`src/rtl/rr_mux_if.sv`:
```
// Handshake bundle for rr_mux: NCH producer channels in, one registered consumer port out.
interface rr_mux_if #(
  parameter int WIDTH = 32,
  parameter int NCH   = 4,
  localparam int SELW = (NCH > 1) ? $clog2(NCH) : 1
);
  logic [NCH*WIDTH-1:0] in_data;
  logic [NCH-1:0]       in_valid;
  logic [NCH-1:0]       in_ready;
  logic                 mode;
  logic [SELW-1:0]      sel;
  logic [WIDTH-1:0]     out_data;
  logic                 out_valid;
  logic [SELW-1:0]      out_chan;
  logic                 out_ready;

  // The mux itself
  modport slave (
    input  in_data, in_valid, mode, sel, out_ready,
    output in_ready, out_data, out_valid, out_chan
  );

  // Producers and consumer around the mux
  modport master (
    output in_data, in_valid, mode, sel, out_ready,
    input  in_ready, out_data, out_valid, out_chan
  );
endinterface

```
`src/rtl/rr_mux.sv`:
```
// N-channel output-registered mux with fixed-select or round-robin arbitration and a
// single-entry output register that accepts a new word on the same edge it is drained.
module rr_mux #(
  parameter int WIDTH = 32,
  parameter int NCH   = 4,
  localparam int SELW = (NCH > 1) ? $clog2(NCH) : 1
) (
  input  logic   clk,
  input  logic   rst,
  rr_mux_if.slave bus
);
  localparam logic [SELW:0]   NCH_W   = (SELW+1)'(NCH);
  localparam logic [SELW-1:0] PTR_RST = SELW'(NCH - 1);

  logic [WIDTH-1:0] chan_data [NCH];
  logic [WIDTH-1:0] out_data_reg;
  logic [SELW-1:0]  out_chan_reg;
  logic             out_valid_reg;
  logic [SELW-1:0]  ptr_reg;

  logic [SELW-1:0]  rr_grant;
  logic             rr_found;
  logic [SELW-1:0]  grant;
  logic             grant_ok;
  logic             load_en;
  logic             accept;

  for (genvar gi = 0; gi < NCH; gi++) begin : g_slice
    assign chan_data[gi] = bus.in_data[gi*WIDTH +: WIDTH];
  end

  // Two-pass priority search: channels above ptr first, then wrap to those at or below it,
  // so ptr itself is considered last.
  always_comb begin
    rr_grant = '0;
    rr_found = 1'b0;
    for (int k = 0; k < NCH; k++) begin
      if (!rr_found && bus.in_valid[k] && (SELW'(k) > ptr_reg)) begin
        rr_found = 1'b1;
        rr_grant = SELW'(k);
      end
    end
    for (int k = 0; k < NCH; k++) begin
      if (!rr_found && bus.in_valid[k] && (SELW'(k) <= ptr_reg)) begin
        rr_found = 1'b1;
        rr_grant = SELW'(k);
      end
    end
  end

  always_comb begin
    grant    = '0;
    grant_ok = 1'b0;
    if (bus.mode) begin
      grant    = rr_grant;
      grant_ok = rr_found;
    end else begin
      grant = bus.sel;
      if ({1'b0, bus.sel} < NCH_W) begin
        grant_ok = bus.in_valid[bus.sel];
      end
    end
  end

  assign load_en = !rst && (!out_valid_reg || bus.out_ready);
  assign accept  = load_en && grant_ok;

  for (genvar gi = 0; gi < NCH; gi++) begin : g_ready
    assign bus.in_ready[gi] = accept && (grant == SELW'(gi));
  end

  always_ff @(posedge clk) begin
    if (rst) begin
      out_data_reg  <= '0;
      out_chan_reg  <= '0;
      out_valid_reg <= 1'b0;
      ptr_reg       <= PTR_RST;
    end else if (accept) begin
      out_data_reg  <= chan_data[grant];
      out_chan_reg  <= grant;
      out_valid_reg <= 1'b1;
      ptr_reg       <= grant;
    end else if (out_valid_reg && bus.out_ready) begin
      out_valid_reg <= 1'b0;
    end
  end

  assign bus.out_data  = out_data_reg;
  assign bus.out_chan  = out_chan_reg;
  assign bus.out_valid = out_valid_reg;
endmodule

```
`src/flat_wrapper.sv`:
```
// flat-port wrapper written by rule: the top's interface ports become plain ports
module rr_mux_flat 
#(
  parameter int WIDTH = 32,
  parameter int NCH   = 4,
  localparam int SELW = (NCH > 1) ? $clog2(NCH) : 1
)
  (clk, rst, bus_in_data, bus_in_valid, bus_mode, bus_sel, bus_out_ready, bus_in_ready, bus_out_data, bus_out_valid, bus_out_chan);
  rr_mux_if #(.WIDTH(WIDTH), .NCH(NCH)) bus_i ();
  input  logic clk;
  input  logic rst;
  input wire logic [$bits(bus_i.in_data)-1:0] bus_in_data;
  input wire logic [$bits(bus_i.in_valid)-1:0] bus_in_valid;
  input wire logic [$bits(bus_i.mode)-1:0] bus_mode;
  input wire logic [$bits(bus_i.sel)-1:0] bus_sel;
  input wire logic [$bits(bus_i.out_ready)-1:0] bus_out_ready;
  output wire logic [$bits(bus_i.in_ready)-1:0] bus_in_ready;
  output wire logic [$bits(bus_i.out_data)-1:0] bus_out_data;
  output wire logic [$bits(bus_i.out_valid)-1:0] bus_out_valid;
  output wire logic [$bits(bus_i.out_chan)-1:0] bus_out_chan;
  assign bus_i.in_data = bus_in_data;
  assign bus_i.in_valid = bus_in_valid;
  assign bus_i.mode = bus_mode;
  assign bus_i.sel = bus_sel;
  assign bus_i.out_ready = bus_out_ready;
  assign bus_in_ready = bus_i.in_ready;
  assign bus_out_data = bus_i.out_data;
  assign bus_out_valid = bus_i.out_valid;
  assign bus_out_chan = bus_i.out_chan;
  rr_mux #(.WIDTH(WIDTH), .NCH(NCH)) u_core (.clk(clk), .rst(rst), .bus(bus_i));
endmodule
```
`config.mk`:
```
export PLATFORM = sky130hd
export DESIGN_NAME = rr_mux_flat
export DESIGN_NICKNAME = d
export VERILOG_FILES = /design/src/rtl/rr_mux_if.sv /design/src/rtl/rr_mux.sv /design/src/flat_wrapper.sv
export SDC_FILE = /design/constraint.sdc
export NUM_CORES = 1
export LEC_CHECK = 0
export ABC_AREA = 1
export CORE_MARGIN = 1.5
export CORE_UTILIZATION = 39
export DETAILED_ROUTE_END_ITERATION = 6
export GPL_TIMING_DRIVEN = 0
export PLACE_DENSITY = 0.87
export SYNTH_ARGS = -nofsm -noshare
export SYNTH_HDL_FRONTEND = slang
export SYNTH_SLANG_ARGS = --single-unit
```
`constraint.sdc`:
```
create_clock -name clk -period 4.93 [get_ports clk]
set_clock_uncertainty 0.05 [all_clocks]
set_input_delay 1.479 -clock clk [delete_from_list [all_inputs] [get_ports clk]]
set_output_delay 1.479 -clock clk [all_outputs]
set_load 0.01 [all_outputs]
```
## Yosys cells after proc, flatten, opt, wreduce, memory -nomap -nowiden

Index checks and enable logic that the tools add are counted.

| operators by class | value |
|---|---|
| magnitude comparators | 10 |
| eq/ne operators | 3 |
| muxes and demuxes | 24 |
| bitwise logic cells | 1 |
| reduce and logical (&&, ||, !) cells | 34 |

Operators with widths:

| cell | number |
|---|---|
| binary-select mux 32 bit (select 2 bit) | 1 |
| 2-to-1 mux 32 bit | 2 |
| logical AND 1 bit | 22 |
| 2-to-1 mux 2 bit | 7 |
| 2-to-1 mux 1 bit | 13 |
| zero test 1 bit | 9 |
| == test 2 bit (second input constant) | 2 |
| greater-than comparator 1 x 2 -> 1 bit (first input constant) | 2 |
| greater-than comparator 2 bit (first input constant) | 2 |
| less-or-equal comparator 1 x 2 -> 1 bit (first input constant) | 2 |
| less-or-equal comparator 2 bit (first input constant) | 2 |
| greater-or-equal comparator 3 bit (second input constant) | 1 |
| less-than comparator 2 x 3 -> 1 bit (second input constant) | 1 |
| NOT 2 -> 3 bit | 1 |
| binary-select mux 1 bit (select 2 bit) | 1 |
| == test 2 x 1 -> 1 bit (second input constant) | 1 |
| zero test 2 bit | 1 |
| nonzero test 2 bit | 1 |
| logical OR 1 bit | 1 |

| storage, ports and cells | value |
|---|---|
| flip-flop bits (word level) | 37 |
| input port bits | 138 |
| output and inout port bits | 39 |
| logic and storage cells | 76 |

## Longest topological paths before layout

| logic depth | value |
|---|---|
| depth in word-level cells | 36 |
| gate-level depth with buffers | 14 |

## Worst setup path before layout

OpenSTA, ideal clock, no wires.

| timing path | value |
|---|---|
| path kind | in2out |
| from | in bus_sel[0] |
| to | out bus_in_ready[0] |
| arrival time | 2.548 ns |
| data required time | 3.401 ns |
| slack | 0.853 ns |
| stages | 10 |
| buffers on the path | 2 |
| cells stage by stage | inv_1 -> a21oi_1 -> o21ai_0 -> nand3_1 -> nand3_2 -> buf_4 -> nor2_1 -> buf_4 -> inv_1 -> nor2_1 |

| on the way | value |
|---|---|
| cells in the longest elaborated chain, start to end | 5 |
| elaborated cells on any way between the ends | 7 |
| classes of those cells | mux (4); reduce/logical (3) |

Ends and longest elaborated chain:

| what | line | text |
|---|---|---|
| start: declaration | flat_wrapper.sv:15 | `input wire logic [$bits(bus_i.sel)-1:0] bus_sel;` |
| binary-select mux 1 bit (select 2 bit) | rr_mux.sv:60 | `grant_ok = bus.in_valid[bus.sel];` |
| 2-to-1 mux 1 bit (not written as such) | rr_mux.sv:60 |  |
| 2-to-1 mux 1 bit | rr_mux.sv:54 | `if (bus.mode) begin` |
| logical AND 1 bit | rr_mux.sv:66 | `assign accept = load_en && grant_ok;` |
| logical AND 1 bit (*) | rr_mux.sv:69 | `assign bus.in_ready[gi] = accept && (grant == SELW'(gi));` |
| end: declaration | flat_wrapper.sv:17 | `output wire logic [$bits(bus_i.in_ready)-1:0] bus_in_ready;` |

Every way passes the cells marked *; elsewhere a longest branch is shown, timed or not. The select of a mux whose other input is x is not followed.

## Worst setup path in the final report

| timing path | value |
|---|---|
| from | in bus_sel[0] |
| to | out bus_in_ready[3] |

The elaborated chain is that of the path after synthesis.

==> results.ini <==
[run_status]
outcome=complete, but fails checks
violations=design-rule violations

[cells_and_area]
drive_gt1_frac=0.0788
largest_reg_flops=32
syn_to_final_growth_pct=75.0
nets=784
diodes=0
final_cell_mix=nand2_1, clkdlybuf4s50_1, nand3_1
layout_commonest_cell=nand2_1
fillerInstances=560

[drt]
dr.pass1.iters=6
wl_per_cell_um=14.2
drt_iter0_drc=162
drc=12
vias=3668
routed_wl_um=10300
vias_per_cell=5.07
antenna_left=0

[place]
finalWeightedCongestion=0.850
dp_hpwl_um=8020
dp_slack_ns=-0.525
portBuffers=176

[global_routing]
grtUsageTotal=0.280
grt_pass1_vias=3456
grt_pass1_wl_um=16300
grt_max_degree=12
grt_overflow=0
antenna_found_initial=0

[yosys]
syn-instance-count=460
ys_types=23
avgSynthCellArea_sq_um=5.78
postSynthRegisterBits=37
ys_warn_count=0
synthesis.nets=598
syn_area_sq_um=2660
yosysSeqAreaShare=0.279

[critical_path]
critPathKind=in2out
cp_top_family=buffers and inverters
cp-end-kind=primary output
path_max_fanout=10
slowest_stage=clkdlybuf4s50_1
cp.arrival_ns=3.25
crit_chain=clkdlybuf4s50_1, inv_1, a21oi_1, o21ai_0, nand3_1, nand3_2, buf_6, inv_4, nand2_1, nor2_1, clkdlybuf4s15_2
cp.required_ns=3.40
slowest_delay_ns=0.49
worst-path-buf-inv=5
start_kind=primary input

[clock_network]
path_clk_slew_ns=0.08
cts_tree=yes
cts_root_buffer=clkbuf_8
cts_buffer_depth=2
cts_made_buffers=5
worstSkewPairLatency_ns=0.29
hold_buffers=0
clock-sinks=37
htreeDepth=2

[timing]
hold_violations=0
fin_crit_sh=0.970
min_period_ns=4.78
rsz0062_at_grt=no
setup_viol=0
layout_setup_ws_ns=0.146
worst_pin_slew_ns=0.499
max_freq_mhz=209
hold_slack_ns=0.426
max_slew_margin=0.667
drv_slew=0

[floorplan]
coreArea_sq_um=6460
fp.dieW_um=85.6
initial_core_util=0.411
fp.dieH_um=85.6
rows=29
die_area_sq_um=7320
ioPinCount=177

[min_path]
min_path_type=reg2reg

[power_and_ir_drop]
p_leak_nw=2.22
total_power_mw=1.11
vdd_drop_max_mv=0.136
power.density_nw_per_um2=238

[job]
drv_cap=0

[what timing repair did]
item,4_1_cts,5_1_grt
buffers inserted,3,0
pin swaps,2,0
endpoints found under the setup margin,4,4
hold endpoints to repair,0,0
resized for setup,12,13
[report_power, final]
part           switching [mW]  total [mW]  internal (mW)
sequential             0.0252       0.367          0.342
combinational           0.237       0.499          0.262
clock                   0.113       0.240          0.127
[cell type report]
type	count	area (sq um)	share of cell area
Timing Repair Buffer	179	1770	0.381
Multi-Input combinational cell	357	1620	0.347
Sequential cell	37	741	0.159
Buffer	29	181	0.0390
Inverter	37	141	0.0304
Clock buffer	7	96.3	0.0207
Tap cell	77	96.3	0.0207
Clock inverter	1	5.00	0.00108
[logic make-up (layout without fill, tap and decap cells)]
family | count (synthesis) | after routing | synth area share
simple gates | 338 | 338 | 0.568
compound gates | 19 | 19 | 0.0367
flops | 37 | 37 | 0.279
buf+inv | 66 | 253 | 0.116
[final timing paths]
check	endpoint	from	slack [ns]	cells after the start
setup reg to reg	u_core.bus.out_data[8]$_SDFFE_PP0P_	u_core.ptr_reg[1]$_SDFFE_PP1P_	2.83	11
hold reg to reg	u_core.bus.out_data[22]$_SDFFE_PP0P_	u_core.bus.out_data[22]$_SDFFE_PP0P_	0.43	2
setup / recovery	bus_in_ready[3]	bus_sel[0]	0.15	11
hold / removal	u_core.bus.out_data[22]$_SDFFE_PP0P_	u_core.bus.out_data[22]$_SDFFE_PP0P_	0.43	2
[worst register-to-register path: stages (launching register included)]
cell and delay, ns:
dfxtp_1 0.39, nand2_1 0.12, a21oi_1 0.16, nand4_2 0.15, nand3_4 0.14, buf_4 0.18, clkbuf_1 0.38, nand3b_1 0.13
nand3_1 0.13, nand3_1 0.08, nand2_1 0.06, inv_1 0.04
[per-layer routing]
metal  vias to the layer above  track usage  share of wire
li1                       1845            -              -
met1                      1647        0.319           0.38
met2                       157        0.519           0.51
met3                        19       0.0664          0.091
met4                         0       0.0792          0.019
met5                         -            0              0
[cell usage after synthesis (all sizes together)]
cell type  count  share of area
nand2        191           0.27
nand3        116           0.23
dfxtp         37           0.28
inv           36          0.051
buf           22          0.054
nor2          18          0.029
a21oi         14          0.026
nand3b        12          0.034
clkbuf         7         0.0099
o21ai          4         0.0075
clkinv         1         0.0014
nand4          1         0.0047
o211ai         1         0.0028
[per-stage QoR]
stage / cells / instance area (sq um) / TNS, ns / util
after global routing: 724 / 4650 / 0 / 0.720
after global placement: 713 / 4520 / -1.45 / 0.699
after CTS: 724 / 4640 / 0 / 0.719
final: 724 / 4650 / 0 / 0.720
after floorplan: 460 / 2660 / 0 / -
after detailed placement: 713 / 4520 / -1.61 / 0.699
Power figures use the tool's default switching activity.
